$ cat src/rtl/uart_tx_sched_if.sv
// rtl/uart_tx_sched_if.sv - producer and transmitter-side signal bundle for uart_tx_sched
interface uart_tx_sched_if #(
    parameter int ADDR_W = 2
);
    logic              wr_en;
    logic [15:0]       wr_data;
    logic              full;
    logic              empty;
    logic [ADDR_W:0]   level;
    logic [15:0]       tx_data;
    logic              tx_en;
    logic              tx_done;
    logic              busy;
    logic              sent;
    logic              ovf;
    logic              tmo;

    modport slave (
        input  wr_en, wr_data, tx_done,
        output full, empty, level, tx_data, tx_en, busy, sent, ovf, tmo
    );

    modport master (
        output wr_en, wr_data, tx_done,
        input  full, empty, level, tx_data, tx_en, busy, sent, ovf, tmo
    );
endinterface

$ cat src/rtl/uart_tx_sched.sv
// rtl/uart_tx_sched.sv - word FIFO plus en/done scheduler for the 2-byte UART transmitter
// Optional transfer timeout enabled by defining UART_TX_SCHED_TIMEOUT_EN.
module uart_tx_sched #(
    parameter int DEPTH      = 4,
    parameter int ADDR_W     = 2,
    parameter int GAP_CYCLES = 2,
    parameter int TIMEOUT    = 32
) (
    input  logic               clk_9k6hz,
    input  logic               rst_n,
    uart_tx_sched_if.slave     s_if
);
    typedef enum logic [1:0] {
        ST_IDLE = 2'd0,
        ST_SEND = 2'd1,
        ST_GAP  = 2'd2
    } state_t;

    localparam int              GW       = (GAP_CYCLES > 1) ? $clog2(GAP_CYCLES) : 1;
    localparam logic [GW-1:0]   GAP_LOAD = GW'(GAP_CYCLES - 1);
    localparam logic [ADDR_W:0] FULL_LVL = (ADDR_W + 1)'(DEPTH);

    logic [15:0]       r_mem [DEPTH];
    logic [ADDR_W-1:0] r_wr_ptr;
    logic [ADDR_W-1:0] r_rd_ptr;
    logic [ADDR_W:0]   r_level;
    logic              r_ovf;

    state_t            r_state;
    state_t            w_state_nxt;
    logic [15:0]       r_tx_data;
    logic [15:0]       w_tx_data_nxt;
    logic              r_tx_en;
    logic              w_tx_en_nxt;
    logic              r_sent;
    logic              w_sent_nxt;
    logic [GW-1:0]     r_gap_cnt;
    logic [GW-1:0]     w_gap_cnt_nxt;

    logic              w_full;
    logic              w_empty;
    logic              w_push;
    logic              w_pop;

`ifdef UART_TX_SCHED_TIMEOUT_EN
    localparam int     TW = $clog2(TIMEOUT + 1);
    logic [TW-1:0]     r_send_cnt;
    logic [TW-1:0]     w_send_cnt_nxt;
    logic              r_tmo;
    logic              w_tmo_nxt;
`else
    logic              w_unused_timeout;
    assign w_unused_timeout = (TIMEOUT > 0);
`endif

    assign w_full  = (r_level == FULL_LVL);
    assign w_empty = (r_level == '0);
    assign w_push  = s_if.wr_en && !w_full;

    // Storage is not reset: pointers and level alone define what is valid.
    always_ff @(posedge clk_9k6hz) begin
        if (w_push) begin
            r_mem[r_wr_ptr] <= s_if.wr_data;
        end
    end

    always_ff @(posedge clk_9k6hz or negedge rst_n) begin
        if (!rst_n) begin
            r_wr_ptr <= '0;
            r_rd_ptr <= '0;
            r_level  <= '0;
            r_ovf    <= 1'b0;
        end else begin
            if (w_push) begin
                r_wr_ptr <= r_wr_ptr + 1'b1;
            end
            if (w_pop) begin
                r_rd_ptr <= r_rd_ptr + 1'b1;
            end
            if (s_if.wr_en && w_full) begin
                r_ovf <= 1'b1;
            end
            case ({w_push, w_pop})
                2'b10:   r_level <= r_level + 1'b1;
                2'b01:   r_level <= r_level - 1'b1;
                default: r_level <= r_level;
            endcase
        end
    end

    always_comb begin
        w_state_nxt   = r_state;
        w_tx_data_nxt = r_tx_data;
        w_tx_en_nxt   = r_tx_en;
        w_sent_nxt    = 1'b0;
        w_gap_cnt_nxt = r_gap_cnt;
        w_pop         = 1'b0;
`ifdef UART_TX_SCHED_TIMEOUT_EN
        w_send_cnt_nxt = r_send_cnt;
        w_tmo_nxt      = r_tmo;
`endif
        case (r_state)
            ST_IDLE: begin
                w_tx_en_nxt = 1'b0;
                if (!w_empty) begin
                    w_tx_data_nxt = r_mem[r_rd_ptr];
                    w_pop         = 1'b1;
                    w_tx_en_nxt   = 1'b1;
                    w_state_nxt   = ST_SEND;
`ifdef UART_TX_SCHED_TIMEOUT_EN
                    w_send_cnt_nxt = '0;
`endif
                end
            end
            ST_SEND: begin
                w_tx_en_nxt = 1'b1;
                if (s_if.tx_done) begin
                    w_tx_en_nxt   = 1'b0;
                    w_sent_nxt    = 1'b1;
                    w_gap_cnt_nxt = GAP_LOAD;
                    w_state_nxt   = ST_GAP;
                end
`ifdef UART_TX_SCHED_TIMEOUT_EN
                // A stuck transmitter costs exactly TIMEOUT cycles of en, then the word is dropped.
                else if (r_send_cnt == TW'(TIMEOUT - 1)) begin
                    w_tx_en_nxt   = 1'b0;
                    w_tmo_nxt     = 1'b1;
                    w_gap_cnt_nxt = GAP_LOAD;
                    w_state_nxt   = ST_GAP;
                end else begin
                    w_send_cnt_nxt = r_send_cnt + 1'b1;
                end
`endif
            end
            ST_GAP: begin
                w_tx_en_nxt = 1'b0;
                if (r_gap_cnt == '0) begin
                    w_state_nxt = ST_IDLE;
                end else begin
                    w_gap_cnt_nxt = r_gap_cnt - 1'b1;
                end
            end
            default: begin
                w_tx_en_nxt = 1'b0;
                w_state_nxt = ST_IDLE;
            end
        endcase
    end

    always_ff @(posedge clk_9k6hz or negedge rst_n) begin
        if (!rst_n) begin
            r_state   <= ST_IDLE;
            r_tx_data <= '0;
            r_tx_en   <= 1'b0;
            r_sent    <= 1'b0;
            r_gap_cnt <= '0;
        end else begin
            r_state   <= w_state_nxt;
            r_tx_data <= w_tx_data_nxt;
            r_tx_en   <= w_tx_en_nxt;
            r_sent    <= w_sent_nxt;
            r_gap_cnt <= w_gap_cnt_nxt;
        end
    end

`ifdef UART_TX_SCHED_TIMEOUT_EN
    always_ff @(posedge clk_9k6hz or negedge rst_n) begin
        if (!rst_n) begin
            r_send_cnt <= '0;
            r_tmo      <= 1'b0;
        end else begin
            r_send_cnt <= w_send_cnt_nxt;
            r_tmo      <= w_tmo_nxt;
        end
    end
    assign s_if.tmo = r_tmo;
`else
    assign s_if.tmo = 1'b0;
`endif

    assign s_if.full    = w_full;
    assign s_if.empty   = w_empty;
    assign s_if.level   = r_level;
    assign s_if.tx_data = r_tx_data;
    assign s_if.tx_en   = r_tx_en;
    assign s_if.busy    = (r_state != ST_IDLE);
    assign s_if.sent    = r_sent;
    assign s_if.ovf     = r_ovf;
endmodule

$ cat src/flat_wrapper.sv
// flat-port wrapper written by rule: the top's interface ports become plain ports
module uart_tx_sched_flat 
#(
    parameter int DEPTH      = 4,
    parameter int ADDR_W     = 2,
    parameter int GAP_CYCLES = 2,
    parameter int TIMEOUT    = 32
)
  (clk_9k6hz, rst_n, s_if_wr_en, s_if_wr_data, s_if_tx_done, s_if_full, s_if_empty, s_if_level, s_if_tx_data, s_if_tx_en, s_if_busy, s_if_sent, s_if_ovf, s_if_tmo);
  uart_tx_sched_if #(.ADDR_W(ADDR_W)) s_if_i ();
  input  logic clk_9k6hz;
  input  logic rst_n;
  input wire logic [$bits(s_if_i.wr_en)-1:0] s_if_wr_en;
  input wire logic [$bits(s_if_i.wr_data)-1:0] s_if_wr_data;
  input wire logic [$bits(s_if_i.tx_done)-1:0] s_if_tx_done;
  output wire logic [$bits(s_if_i.full)-1:0] s_if_full;
  output wire logic [$bits(s_if_i.empty)-1:0] s_if_empty;
  output wire logic [$bits(s_if_i.level)-1:0] s_if_level;
  output wire logic [$bits(s_if_i.tx_data)-1:0] s_if_tx_data;
  output wire logic [$bits(s_if_i.tx_en)-1:0] s_if_tx_en;
  output wire logic [$bits(s_if_i.busy)-1:0] s_if_busy;
  output wire logic [$bits(s_if_i.sent)-1:0] s_if_sent;
  output wire logic [$bits(s_if_i.ovf)-1:0] s_if_ovf;
  output wire logic [$bits(s_if_i.tmo)-1:0] s_if_tmo;
  assign s_if_i.wr_en = s_if_wr_en;
  assign s_if_i.wr_data = s_if_wr_data;
  assign s_if_i.tx_done = s_if_tx_done;
  assign s_if_full = s_if_i.full;
  assign s_if_empty = s_if_i.empty;
  assign s_if_level = s_if_i.level;
  assign s_if_tx_data = s_if_i.tx_data;
  assign s_if_tx_en = s_if_i.tx_en;
  assign s_if_busy = s_if_i.busy;
  assign s_if_sent = s_if_i.sent;
  assign s_if_ovf = s_if_i.ovf;
  assign s_if_tmo = s_if_i.tmo;
  uart_tx_sched #(.DEPTH(DEPTH), .ADDR_W(ADDR_W), .GAP_CYCLES(GAP_CYCLES), .TIMEOUT(TIMEOUT)) u_core (.clk_9k6hz(clk_9k6hz), .rst_n(rst_n), .s_if(s_if_i));
endmodule
$ cat config.mk
export PLATFORM = sky130hd
export DESIGN_NAME = uart_tx_sched_flat
export DESIGN_NICKNAME = d
export VERILOG_FILES = /design/src/rtl/uart_tx_sched_if.sv /design/src/rtl/uart_tx_sched.sv /design/src/flat_wrapper.sv
export SDC_FILE = /design/constraint.sdc
export NUM_CORES = 1
export LEC_CHECK = 0
export ABC_AREA = 1
export CORE_MARGIN = 2
export CORE_UTILIZATION = 50
export CTS_BUF_LIST = sky130_fd_sc_hd__clkbuf_4 sky130_fd_sc_hd__clkbuf_8 sky130_fd_sc_hd__clkbuf_16
export DETAILED_ROUTE_END_ITERATION = 7
export MAX_ROUTING_LAYER = met4
export PLACE_DENSITY = 0.75
export SLEW_MARGIN = 20
export SYNTH_ARGS = -nofsm -noshare
export SYNTH_HDL_FRONTEND = slang
export SYNTH_SLANG_ARGS = --single-unit
$ cat constraint.sdc
create_clock -name clk_9k6hz -period 1.66 [get_ports clk_9k6hz]
set_input_delay 0.332 -clock clk_9k6hz [delete_from_list [all_inputs] [get_ports clk_9k6hz]]
set_output_delay 0.332 -clock clk_9k6hz [all_outputs]
set_load 0.01 [all_outputs]
* Word level (Yosys, flattened, before mapping)
Memory sizes are Yosys's and may differ from the RTL's. A register that Yosys moved wholly into a read port is not among the register bits.
Index checks and enable logic that the tools add are counted.
** Word-level totals
- RAM bits :: 64
- Output and inout bits :: 26
- Flip-flop bits (word level) :: 13
- Memories kept :: 1
- Input port bits :: 20
- Word-level logic and storage cells :: 51
** Operators by class
- Eq/ne operators :: 8
- Bitwise operators :: 1
- Multiplexer cells :: 16
- Reduce and logical (&&, ||, !) cells :: 12
- Add/subtract/negate cells :: 5
** Memory list
- u_core.r_mem :: depth 4, width 16, read ports 1, clocked after memory_dff 1, write ports 1, RTL line uart_tx_sched.sv:23 : logic [15:0] r_mem [DEPTH];
** Operators with widths (number)
- 2-to-1 mux 1 bit :: 9
- 2-to-1 mux 2 bit :: 3
- inequality test 2 bit, second input constant :: 3
- one-hot mux 2 bit (3 select lines) :: 1
- one-hot mux 3 bit (2 select lines) :: 1
- nonzero test 2 bit :: 3
- adder 2 x 1 -> 2 bit, second input constant :: 2
- equality test 2 x 1 -> 1 bit, second input constant :: 2
- equality test 2 bit, second input constant :: 2
- one-hot mux 1 bit (2 select lines) :: 2
- AND reduction 2 bit :: 2
- adder 3 x 1 -> 3 bit, second input constant :: 1
- equality test 3 bit, second input constant :: 1
- zero test 3 bit :: 1
- AND reduction 3 bit :: 1
- subtractor 3 x 1 -> 3 bit, second input constant :: 1
- logical AND 1 bit :: 2
- zero test 1 bit :: 2
- zero test 2 bit :: 1
- inverter 1 bit :: 1
- subtractor 1 bit, second input constant :: 1

* Logic depth before layout (Yosys ltp)
- Depth in word-level cells :: 5
- Depth in mapped cells :: 12
- Depth with buffers taken out :: 11

* Least setup slack after synthesis
Ideal clock, no wire load.
- Path kind :: register to register
- Start :: register u_core.r_level[0] (netlist: u_core.s_if.level[0])
- End :: register u_core.r_level[2] (netlist: u_core.s_if.level[2])
- Data arrival time :: 1722 ps
- Setup time :: 123 ps
- Path slack :: -184 ps
- Clock period less this slack :: 1844 ps
- Buffers on the path :: 1
- Data required time :: 1537 ps
- Cell stages (with the launch flop) :: 12
- Cells stage by stage :: dfrtp_1 nor2_2 nand2_2 nand2_4 inv_4 buf_6 ha_1 inv_1 fa_1 nand2_1 nand3_1 xor2_1
** On the way
- Word-level cells in the longest chain between the ends :: 5
- Elaborated cells between the ends (all ways) :: 12
- Those cells by class :: add/sub (2); eq/ne (3); mux (3); reduce/logical (4)
** RTL lines
- from (decl) :: RTL line uart_tx_sched.sv:26 : logic [ADDR_W:0] r_level;
- from (signal assigned) :: RTL line uart_tx_sched.sv:84 : 2'b10: r_level <= r_level + 1'b1;
- from (signal assigned) :: RTL line uart_tx_sched.sv:85 : 2'b01: r_level <= r_level - 1'b1;
- from (signal assigned) :: RTL line uart_tx_sched.sv:86 : default: r_level <= r_level;
- zero test 3 bit * :: RTL line uart_tx_sched.sv:57 : assign w_empty = (r_level == '0);
- 2-to-1 mux 1 bit * :: RTL line uart_tx_sched.sv:105 : if (!w_empty) begin
- 2-to-1 mux 1 bit * :: RTL line uart_tx_sched.sv:102 : case (r_state)
- named net u_core.w_pop :: RTL line uart_tx_sched.sv:43 : logic w_pop;
- equality test 2 x 1 -> 1 bit / equality test 2 bit (equally long branches) :: RTL line uart_tx_sched.sv:83 : case ({w_push, w_pop})
- one-hot mux 3 bit (2 select lines) / nonzero test 2 bit (equally long branches)
Mark *: on every way through the listed nets, which the timed path passes. The rest lies on a longest branch.
A chain may end at the register's enable or synchronous reset.

* Final worst setup path
- Start :: register u_core.r_level[1] (netlist: u_core.s_if.level[1])
- End :: register u_core.r_level[2] (netlist: u_core.s_if.level[2])
** On the way
- Word-level cells in the longest chain between the ends :: 5
- Elaborated cells between the ends (all ways) :: 12
- Those cells by class :: add/sub (2); eq/ne (3); mux (3); reduce/logical (4)
** RTL lines (RTL line)
- zero test 3 bit / equality test 3 bit (equally long branches) :: uart_tx_sched.sv:57, uart_tx_sched.sv:56
- 2-to-1 mux 1 bit / zero test 1 bit (equally long branches) :: uart_tx_sched.sv:105, uart_tx_sched.sv:58
- 2-to-1 mux 1 bit / logical AND 1 bit (equally long branches) :: uart_tx_sched.sv:102, uart_tx_sched.sv:58
- equality test 2 x 1 -> 1 bit / equality test 2 bit (equally long branches) :: uart_tx_sched.sv:83
- one-hot mux 3 bit (2 select lines) / nonzero test 2 bit (equally long branches)
Several ways; a longest one is shown, not always the timed one.

==> results.py <==
metrics = {
    "outcome": {
        "outcome": "complete, but fails checks",
        "failed_checks": "negative setup slack",
    },
    "logic_synthesis": {
        "synth_top_area_cell": "edfxtp_1",
        "ys_top_cells_by_area": "edfxtp_1 (48%), dfrtp_1 (18%), nand2_1 (13%)",
        "synth_seq_cells": 93,
        "yosysTopAreaCellShare_pct": 48.1,
        "synth_top_family_by_area": "simple AND/OR/NAND/NOR gates",
        "syn_area_um2": 4000,
        "yosysMostFrequentCell": "nand2_1",
        "synthFlopType": "edfxtp_1",
        "ys_seq_area_share_pct": 66.3,
        "synth_edf_count": 64,
        "synth-adder-area-share_pct": 2.07,
        "syn_nets": 419,
        "avgSynthCellArea_um2": 10.2,
        "syn_inst": 393,
        "yosys-top-cells-count": "nand2_1 (139), inv_1 (81), edfxtp_1 (64)",
        "ys_types": 22,
        "yosys.area_share.simple_pct": 18.8,
        "synth_compound_area_share_pct": 0.846,
        "synthMuxAreaShare_pct": 0,
        "ys_warn_count": 0,
        "synth_async_sr_flop_share_pct": 31.2,
        "synth-xor-area-share_pct": 1.10,
    },
    "floorplan": {
        "num_rows": 32,
        "dieArea_um2": 8720,
        "ios": 46,
        "coreArea_um2": 7730,
        "initial_core_util_pct": 51.7,
        "die_w_um": 93.4,
        "fp.dieH_um": 93.4,
    },
    "global_routing": {
        "grt_usage_pct": 19.4,
        "grt_max_degree": 34,
        "grt_pass1_wl_um": 12500,
        "antenna_found_initial": 0,
        "grt_pass1_vias": 2634,
        "grt-ovfl-total": 0,
    },
    "drt": {
        "finalWirelength_um": 7680,
        "ant_nets": 0,
        "vias_per_cell": 4.69,
        "num_vias": 2654,
        "wl_per_cell_um": 13.6,
        "drt_pass1_iterations": 4,
        "first_iter_violations": 184,
        "drc": 0,
    },
    "critical_path": {
        "critPathMaxFanout": 3,
        "critPathBufInv": 1,
        "critPathLaunchType": "register",
        "cpMostUsedCell": "nand2_2",
        "crit_family": "simple AND/OR/NAND/NOR gates",
        "arrival_ps": 1930,
        "slowest_stage": "dfrtp_1",
        "critPathCaptureType": "register",
        "crit_type": "register to register",
        "worstPathCellList": "nor2_4 -> nand2_2 -> nand2_2 -> ha_4 -> inv_2 -> fa_2 -> nand2_1 -> nand3_2 -> xor2_1",
        "cpPeakStageDelay_ps": 410,
        "critPathRequiredTime_ps": 1910,
    },
    "final_layout": {
        "drive_gt1_share_pct": 12.5,
        "final_util_pct": 63.1,
        "finalNetCount": 485,
        "num_antenna_cells": 0,
        "area_delta_synth_final_pct": 22.1,
    },
    "power": {
        "peakVddDrop_mv": 0.771,
        "p_total_mw": 8.87,
        "power.leakage_nw": 2.35,
        "cellPowerDensity_nw_per_um2": 1820,
    },
    "clock_network": {
        "cts_buffers": 9,
        "cts.sinks": 93,
        "cts_tree": "done",
        "cts_hold_buf": 0,
        "clkTransAtPathRegs_ps": 90,
        "h-tree-depth": 3,
        "clockRootBuffer": "clkbuf_8",
        "clockBufferDepth": 2,
        "clk_latency_ps": 360,
    },
    "timing": {
        "drv_slew": 0,
        "finalCritPeriodShare_pct": 101,
        "max_freq_mhz": 597,
        "tightest_slew_ps": 556,
        "whs_ps": 351,
        "rsz0062_at_grt": "true",
        "setup_viol": 1,
        "timing.final.hold_violations": 0,
        "final.setup.tns_ps": -14.9,
        "max_slew_margin_pct": 62.9,
        "min_period_ps": 1670,
        "fin_skew_ps": 9.94,
        "finalWorstSetupSlack_ps": -14.9,
    },
    "hold_path": {
        "hold_class": "input port to async pin",
    },
    "placed_design": {
        "gp_congestion": 0.815,
        "port-buffer-count": 44,
        "dp.final_hpwl_um": 5120,
    },
    "flow_run": {
        "cap_violations": 0,
    },
}
-- cell families after synthesis --
group | after synthesis
simple gates | 184
buf+inv | 98
flops | 93
compound gates | 6
fa+ha+maj | 6
xor+xnor | 5
other cells | 1
-- worst register-to-register path: stages, from the launching register on --
cell	delay (ps)
dfrtp_1	410
nor2_4	150
nand2_2	90
nand2_2	110
ha_4	140
inv_2	40
fa_2	340
nand2_1	90
nand3_2	80
xor2_1	140
-- cells in the final DEF, fill, tap and decap left out, types with 3 or more instances in the layout --
cell type	count
clkbuf_8	10
nor2_1	4
nand2_2	3
nand2_1	138
xor2_1	3
nand3_1	34
edfxtp_1	64
ha_1	4
dfrtp_1	29
buf_4	25
o21ai_0	3
dlygate4sd2_1	4
inv_2	4
inv_1	79
clkdlybuf4s50_1	37
-- registers in the layout, summed over array words and instances (netlist names) --
signal,count
u_core.r_state,2
u_core.s_if.tx_en,1
u_core.s_if.sent,1
u_core.r_wr_ptr,2
u_core.r_mem,64
u_core.s_if.level,3
u_core.s_if.ovf,1
u_core.s_if.tx_data,16
u_core.r_gap_cnt,1
u_core.r_rd_ptr,2
-- final cells by class --
class	count	area, µm²
multi-input combinational	202	951
sequential	93	2650
tap	102	128
clock inverter	5	73.8
fill	625	2850
clock buffer	11	145
timing repair buffer	69	616
inverter	84	318
-- layer usage --
layer	vias to the layer above	GRT usage [%]	wire length (µm)
li1	1330	-	-
met1	1260	22.6	3220
met2	51	33.9	4120
met3	13	2.66	188
met4	0	7.84	142
met5	-	-	0
-- metrics by stage --
| stage | setup WS, ps | cells | cell area (µm²) |
|---|---|---|---|
| 2_1_floorplan | -146 | 393 | 4000 |
| 3_3_place_gp | -201 | 547 | 4620 |
| 3_5_place_dp | -236 | 547 | 4620 |
| 4_1_cts | -14.3 | 565 | 4870 |
| 5_1_grt | -82.7 | 566 | 4880 |
| 6_report | -14.9 | 566 | 4880 |
-- what timing repair did --
item / in CTS / in global routing
hold endpoints to repair: 0 / 0
gates resized for setup: 11 / 6
setup buffers: 2 / 1
pin swaps: 1 / 2
setup endpoints to repair: 8 / 21
gates cloned: 0 / 0
-- final timing paths --
check / start / to / slack [ps] / cells after the start
hold / removal: rst_n / u_core.s_if.ovf / 350 / 2
setup reg to reg: u_core.s_if.level[1] / u_core.s_if.level[2] / -10 / 9
setup / recovery: u_core.s_if.level[1] / u_core.s_if.level[2] / -10 / 9
hold reg to reg: u_core.r_gap_cnt / u_core.r_state[1] / 470 / 2
min in group clk_9k6hz: u_core.r_gap_cnt / u_core.r_state[1] / 470 / 2
max in group asynchronous: rst_n / u_core.s_if.tx_data[3] / 1020 / 2
-- where the power goes --
part           switching (mW)  internal, mW
Combinational            2.15          1.56
Clock                   0.749         0.897
Sequential              0.320          3.19
Total                    3.22          5.65
No activity file was read; power rests on OpenSTA's default activity.
